[config.mk]
export PLATFORM = sky130hd
export DESIGN_NAME = instr_encoder_loader
export DESIGN_NICKNAME = d
export VERILOG_FILES = /design/src/rtl/instr_encoder_loader.sv
export SDC_FILE = /design/constraint.sdc
export NUM_CORES = 1
export LEC_CHECK = 0
export ABC_AREA = 1
export BUFFER_PORTS_ARGS = -buffer_cell sky130_fd_sc_hd__buf_2
export CELL_PAD_IN_SITES_DETAIL_PLACEMENT = 1
export CELL_PAD_IN_SITES_GLOBAL_PLACEMENT = 1
export CORE_ASPECT_RATIO = 1.4
export CORE_MARGIN = 8
export CORE_UTILIZATION = 35
export CTS_BUF_LIST = sky130_fd_sc_hd__clkbuf_4 sky130_fd_sc_hd__clkbuf_8
export CTS_CLUSTER_DIAMETER = 80
export DETAILED_ROUTE_END_ITERATION = 16
export GPL_ROUTABILITY_DRIVEN = 0
export PLACE_DENSITY_LB_ADDON = 0.1
export SYNTH_ARGS = -nofsm -noshare
export SYNTH_HDL_FRONTEND = slang
export SYNTH_SLANG_ARGS = --single-unit
[constraint.sdc]
create_clock -name iCLK -period 2.5 [get_ports iCLK]
set_clock_uncertainty 0.2 [all_clocks]
set_input_delay 0.375 -clock iCLK [delete_from_list [all_inputs] [get_ports iCLK]]
set_output_delay 0.375 -clock iCLK [all_outputs]
set_load 0.01 [all_outputs]
[src/rtl/instr_encoder_loader.sv]
// Packs LEGv8 instruction fields into 32-bit words and streams them into instruction memory.
// One registered write per accepted tuple (1 word / 2 cycles); oREADY holds the source off when busy or full.
`timescale 1ns/1ps
module instr_encoder_loader #(
  parameter int DEPTH  = 256,
  parameter int ADDR_W = 8
) (
  input  logic              iCLK,
  input  logic              iRST,
  input  logic              iCLEAR,
  input  logic              iVALID,
  output logic              oREADY,
  input  logic [2:0]        iFORMAT,
  input  logic [10:0]       iOPCODE,
  input  logic [4:0]        iRD,
  input  logic [4:0]        iRN,
  input  logic [4:0]        iRM,
  input  logic [5:0]        iSHAMT,
  input  logic [25:0]       iIMM,
  output logic              oIMEM_WE,
  output logic [ADDR_W-1:0] oIMEM_ADDR,
  output logic [31:0]       oIMEM_DATA,
  output logic [ADDR_W:0]   oCOUNT,
  output logic              oFULL,
  output logic [1:0]        oERR
);

  localparam logic ST_IDLE  = 1'b0;
  localparam logic ST_WRITE = 1'b1;
  localparam logic [ADDR_W:0] DEPTH_C = (ADDR_W+1)'(DEPTH);

  logic              state_q, state_d;
  logic              we_q, we_d;
  logic [ADDR_W-1:0] addr_q, addr_d;
  logic [31:0]       data_q, data_d;
  logic [ADDR_W:0]   count_q, count_d;
  logic [1:0]        err_q, err_d;

  logic [31:0] word;
  logic        legal;
  logic        trunc;
  logic        accept;

  // Signed fields are truncated unless every dropped bit equals the kept sign bit.
  always_comb begin
    word  = 32'd0;
    legal = 1'b1;
    trunc = 1'b0;
    case (iFORMAT)
      3'd0: word = {iOPCODE, iRM, iSHAMT, iRN, iRD};
      3'd1: begin
        word  = {iOPCODE[10:1], iIMM[11:0], iRN, iRD};
        trunc = |iIMM[25:12];
      end
      3'd2: begin
        word  = {iOPCODE, iIMM[8:0], 2'b00, iRN, iRD};
        trunc = !((&iIMM[25:8]) || !(|iIMM[25:8]));
      end
      3'd3: begin
        word  = {iOPCODE[10:3], iIMM[18:0], iRD};
        trunc = !((&iIMM[25:18]) || !(|iIMM[25:18]));
      end
      3'd4: word = {iOPCODE[10:5], iIMM};
      default: legal = 1'b0;
    endcase
  end

  assign oFULL  = (count_q == DEPTH_C);
  assign oREADY = (state_q == ST_IDLE) && !oFULL && !iCLEAR && !iRST;
  assign accept = iVALID && oREADY;

  always_comb begin
    state_d = state_q;
    we_d    = 1'b0;
    addr_d  = addr_q;
    data_d  = data_q;
    count_d = count_q;
    err_d   = err_q;
    case (state_q)
      ST_IDLE: begin
        if (iCLEAR) begin
          count_d = '0;
          err_d   = 2'b00;
        end else if (accept) begin
          if (legal) begin
            data_d  = word;
            addr_d  = count_q[ADDR_W-1:0];
            we_d    = 1'b1;
            state_d = ST_WRITE;
            if (trunc) err_d[1] = 1'b1;
          end else begin
            err_d[0] = 1'b1;
          end
        end
      end
      default: begin
        // The strobe is already out; a clear only replaces the increment.
        state_d = ST_IDLE;
        if (iCLEAR) begin
          count_d = '0;
          err_d   = 2'b00;
        end else begin
          count_d = count_q + 1'b1;
        end
      end
    endcase
  end

  always_ff @(posedge iCLK or posedge iRST) begin
    if (iRST) begin
      state_q <= ST_IDLE;
      we_q    <= 1'b0;
      addr_q  <= '0;
      data_q  <= 32'd0;
      count_q <= '0;
      err_q   <= 2'b00;
    end else begin
      state_q <= state_d;
      we_q    <= we_d;
      addr_q  <= addr_d;
      data_q  <= data_d;
      count_q <= count_d;
      err_q   <= err_d;
    end
  end

  assign oIMEM_WE   = we_q;
  assign oIMEM_ADDR = addr_q;
  assign oIMEM_DATA = data_q;
  assign oCOUNT     = count_q;
  assign oERR       = err_q;

endmodule

-- Yosys cells after proc, flatten, opt, wreduce, memory -nomap -nowiden
Cells that the tools add are included.
- register bits after elaboration: 52
- bits of input ports: 65
- multiplexer cells: 17
- bitwise logic cells: 2
- eq/ne operators: 7
- reduce and logical (&&, ||, !) cells: 27
- add/subtract/negate cells: 1
- operator list (operator ; count):
    case mux 32 bit (5 select lines) ; 1
    two-way mux 9 bit ; 3
    AND reduction 18 bit ; 1
    OR reduction 18 bit ; 1
    OR reduction 14 bit ; 1
    adder 9 x 1 -> 9 bit (second input constant) ; 1
    == test 9 bit (second input constant) ; 1
    two-way mux 1 bit ; 8
    two-way mux 2 bit ; 4
    AND reduction 4 bit ; 2
    AND reduction 8 bit ; 1
    nonzero test 2 bit ; 4
    OR reduction 8 bit ; 1
    zero test 1 bit ; 7
    == test 3 x 2 -> 1 bit (second input constant) ; 2
    OR reduction 5 bit ; 1
    logical AND 1 bit ; 4
    != test 2 bit (second input constant) ; 2
    == test 3 x 1 -> 1 bit (second input constant) ; 1
    == test 3 bit (second input constant) ; 1
    zero test 3 bit ; 1
    case mux 1 bit (3 select lines) ; 1
    AND reduction 3 bit ; 1
    logical OR 1 bit ; 2
    NOT 1 bit ; 2

-- Depth between registers and ports, before layout
- depth after elaboration: 10
- gate-level depth with buffers: 10
- gate-level depth less buffers: 10

-- Least setup slack after synthesis
OpenSTA, ideal clock, no wires.
- path kind: input to register
- start point: input iRST
- end point: register data_q[22] (netlist: oIMEM_DATA[22])
- data arrival time: 2.292 ns
- cell stages on the path: 7
- setup slack: -0.113 ns
- path through: inv_1 nand2_2 nor2_4 nand3_4 buf_6 nand2_1 o21ai_2
- longest elaborated chain between the ends: 4
- ends and longest elaborated chain (item ; RTL line ; text):
    from (decl) ; 9 ; input logic iRST,
    zero test 1 bit (no line) ; - ;
    logical AND 1 bit ; 69 ; assign oREADY = (state_q == ST_IDLE) && !oFULL && !iCLEAR && !iRST;
    net oREADY ; 12 ; output logic oREADY,
    logical AND 1 bit ; 70 ; assign accept = iVALID && oREADY;
    AND reduction 4 bit (no line) ; - ;
    to (signal assigned) ; 121 ; data_q <= data_d;
    to (decl) ; 35 ; logic [31:0] data_q, data_d;
The timed path passes the listed nets, and every way through them passes these cells.
A chain may end at the register's enable or synchronous reset.

-- Final worst setup path
- start point: register count_q[0] (netlist: oCOUNT[0])
- end point: output oREADY
- longest elaborated chain between the ends: 5
- ends and longest elaborated chain (item ; RTL line ; text):
    from (decl) ; 36 ; logic [ADDR_W:0] count_q, count_d;
    from (signal assigned) ; 122 ; count_q <= count_d;
    == test 9 bit ; 68 ; assign oFULL = (count_q == DEPTH_C);
    zero test 1 bit ; 69 ;
    logical AND 1 bit (3 in a row) ; 69 ;
    to (decl) ; 12 ;
No other way between the ends.

==> impl_metrics.json <==
{
  "worst_pin_slew_ns": 0.673,
  "finalSetupViolations": 0,
  "post_dp_cell_area_mm2": 0.00366,
  "cts_tree": "yes",
  "p_leak_nw": 2.09,
  "first_iter_violations": 103,
  "cap_violations": 0,
  "ios": 119,
  "wl_mm": 10.2,
  "syn_nets": 479,
  "syn-cell-area_mm2": 0.00301,
  "grt_pass1_vias": 3357,
  "clk_pin_slew_ns": 0.10,
  "worstPathArrival_ns": 1.54,
  "startpoint": "oCOUNT[0]$_DFFE_PP0N_",
  "cp-end-kind": "output pin",
  "clockBufferDepth": 2,
  "htree_levels": 2,
  "layout_common_cells": "nand2_1, buf_2, dfrtp_1, inv_1, o21ai_0",
  "hold_viol_final": 0,
  "slowest_stage": "dfrtp_1",
  "die_area_mm2": 0.0119,
  "cp_max_fo": 5,
  "hp-class": "in2reg",
  "min_period_ns": 2.12,
  "holdBufCountCts": 0,
  "drive_gt1_share_pct": 30.8,
  "design_area_mm2": 0.00375,
  "worst_hold_slack_ns": 0.0625,
  "gr-total-overflow": 0,
  "antennaDiodeCount": 0,
  "antenna_found_initial": 0,
  "clock-sinks": 52,
  "ys_seq_elements": 52,
  "avgSynthCellArea_um2": 7.30,
  "slew_viol_final": 0,
  "ant_nets": 0,
  "syn_to_final_growth_pct": 24.6,
  "cts_root_buf": "clkbuf_8",
  "cp_cell_sequence": "inv_1, ha_1, nand4_1, nor2_2, nor2_4, buf_2",
  "core-area_mm2": 0.00846,
  "yosysTopAreaCell": "dfrtp_1",
  "max-slew-margin-rel_pct": 55.1,
  "grt_use_total_pct": 17.8,
  "io_buffers": 118,
  "cts_made_buffers": 5,
  "r2r_slack_ns": 0.46,
  "status": "completed",
  "r2r_start": "oCOUNT[0]$_DFFE_PP0N_",
  "p_per_area_mw_per_mm2": 521,
  "grt_max_degree": 53,
  "first_pass_iters": 4,
  "rsz0062_at_grt": "false",
  "synthCells": 412,
  "tns_ns": 0,
  "ctsResizeCount": 0,
  "rr_endpoint": "oIMEM_DATA[5]$_DFFE_PP0P_",
  "fp-row-count": 40,
  "slowest_delay_ns": 0.43,
  "yosysWarningCount": 0,
  "drcViolationCount": 0,
  "ir_worst_vdd_v": 0.000284,
  "required_ns": 1.92,
  "reg2reg_depth": 9,
  "clock_latency_ns": 0.31,
  "final_common_cell": "nand2_1",
  "fp.dieW_um": 94.3,
  "power_mw": 1.95,
  "endpoint": "oREADY",
  "initial_core_util_pct": 35.5,
  "fin_crit_sh_pct": 84.8,
  "drt-vias-per-instance": 4.87,
  "ys_top_cells_by_area": "dfrtp_1, nand2_1, o21ai_0",
  "setup.worst_path.start_class": "register",
  "criticalPathCategory": "reg2out",
  "die_y_um": 126,
  "synth_top_area_share_pct": 43.3,
  "dp_hpwl_mm": 8.44,
  "synth_seq_area_share_pct": 43.3,
  "num-nets-final": 596,
  "cts_setup_buffers": 0,
  "vias": 3085,
  "synth_cell_types": 24,
  "avgRoutedWirePerCell_um": 16.1,
  "max_freq_mhz": 472,
  "grt_first_pass_wirelength_mm": 16.8
}
[kinds of logic after synthesis]
family / count (synthesis) / share of synthesized area, %
fa+ha+maj: 2 / 0.832
flops: 52 / 43.3
buf+inv: 60 / 9.78
simple gates: 217 / 30.2
compound gates: 81 / 15.9
[flip-flops by register name, summed over array words and instances (netlist names)]
signal      flops
oERR            2
oIMEM_ADDR      8
oCOUNT          9
oIMEM_WE        1
oIMEM_DATA     32
[worst min-delay path by stage]
| stage | endpoint | from | depth (start not counted) |
|---|---|---|---|
| finish | oIMEM_DATA[26]$_DFFE_PP0P_ | iOPCODE[5] | 3 |
| floorplan | oCOUNT[0]$_DFFE_PP0N_ | iRST | 1 |
| global placement | oIMEM_DATA[28]$_DFFE_PP0P_ | oIMEM_DATA[28]$_DFFE_PP0P_ | 2 |
| global route | oIMEM_DATA[26]$_DFFE_PP0P_ | iOPCODE[5] | 3 |
| detailed placement | oIMEM_DATA[24]$_DFFE_PP0P_ | oIMEM_DATA[24]$_DFFE_PP0P_ | 2 |
| CTS | oIMEM_DATA[26]$_DFFE_PP0P_ | iOPCODE[5] | 3 |
[where the power goes]
part           switching, mW  internal [mW]  total (mW)
logic                  0.293          0.191       0.485
registers             0.0574          0.939       0.997
clock network          0.280          0.190       0.471
[metal layers]
layer | vias up | wire [um] | GRT usage (%)
li1 | 1542 | - | -
met4 | 0 | 149 | 5.72
met3 | 9 | 394 | 2.62
met5 | - | 0 | 0
met2 | 69 | 5780 | 33.1
met1 | 1465 | 3910 | 19.7
[through the flow]
stage	utilization (%)	setup slack [ns]	std cells
2_1_floorplan	-	0.322	412
3_3_place_gp	43.3	0.498	627
3_5_place_dp	43.3	0.466	627
4_1_cts	44.3	0.360	634
5_1_grt	44.3	0.261	634
6_report	44.3	0.381	634
[cells in the mapped netlist]
library cell and instances:
a21oi_1 13, and2_1 1, buf_2 4, buf_4 1, buf_6 8, clkinv_1 1
dfrtp_1 52, ha_1 2, inv_1 39, inv_2 7, nand2_1 160, nand2_2 1
nand3_1 8, nand3_2 1, nand3_4 2, nand4_1 5, nor2_1 27, nor2_2 4
nor2_4 2, nor3_1 6, o21ai_0 38, o21ai_1 2, o21ai_2 15, o22ai_1 13
[area by class of cell]
type                            instances  area [um2]
Multi-Input combinational cell        300        1410
Sequential cell                        52        1300
Clock inverter                          2        12.5
Timing Repair Buffer                  123         641
Tap cell                              105         131
Inverter                               47         180
Clock buffer                            5        68.8
Fill cell                            1137        4710
[worst max-delay path: cells and delay by family, from the launching register on]
kind	cells	cell delay, ns
adders and majority gates	1	0.20
and+or+nand+nor	3	0.35
buffers and inverters	2	0.26
DFF	1	0.43
Note: power is estimated with default switching activity, not from simulation.
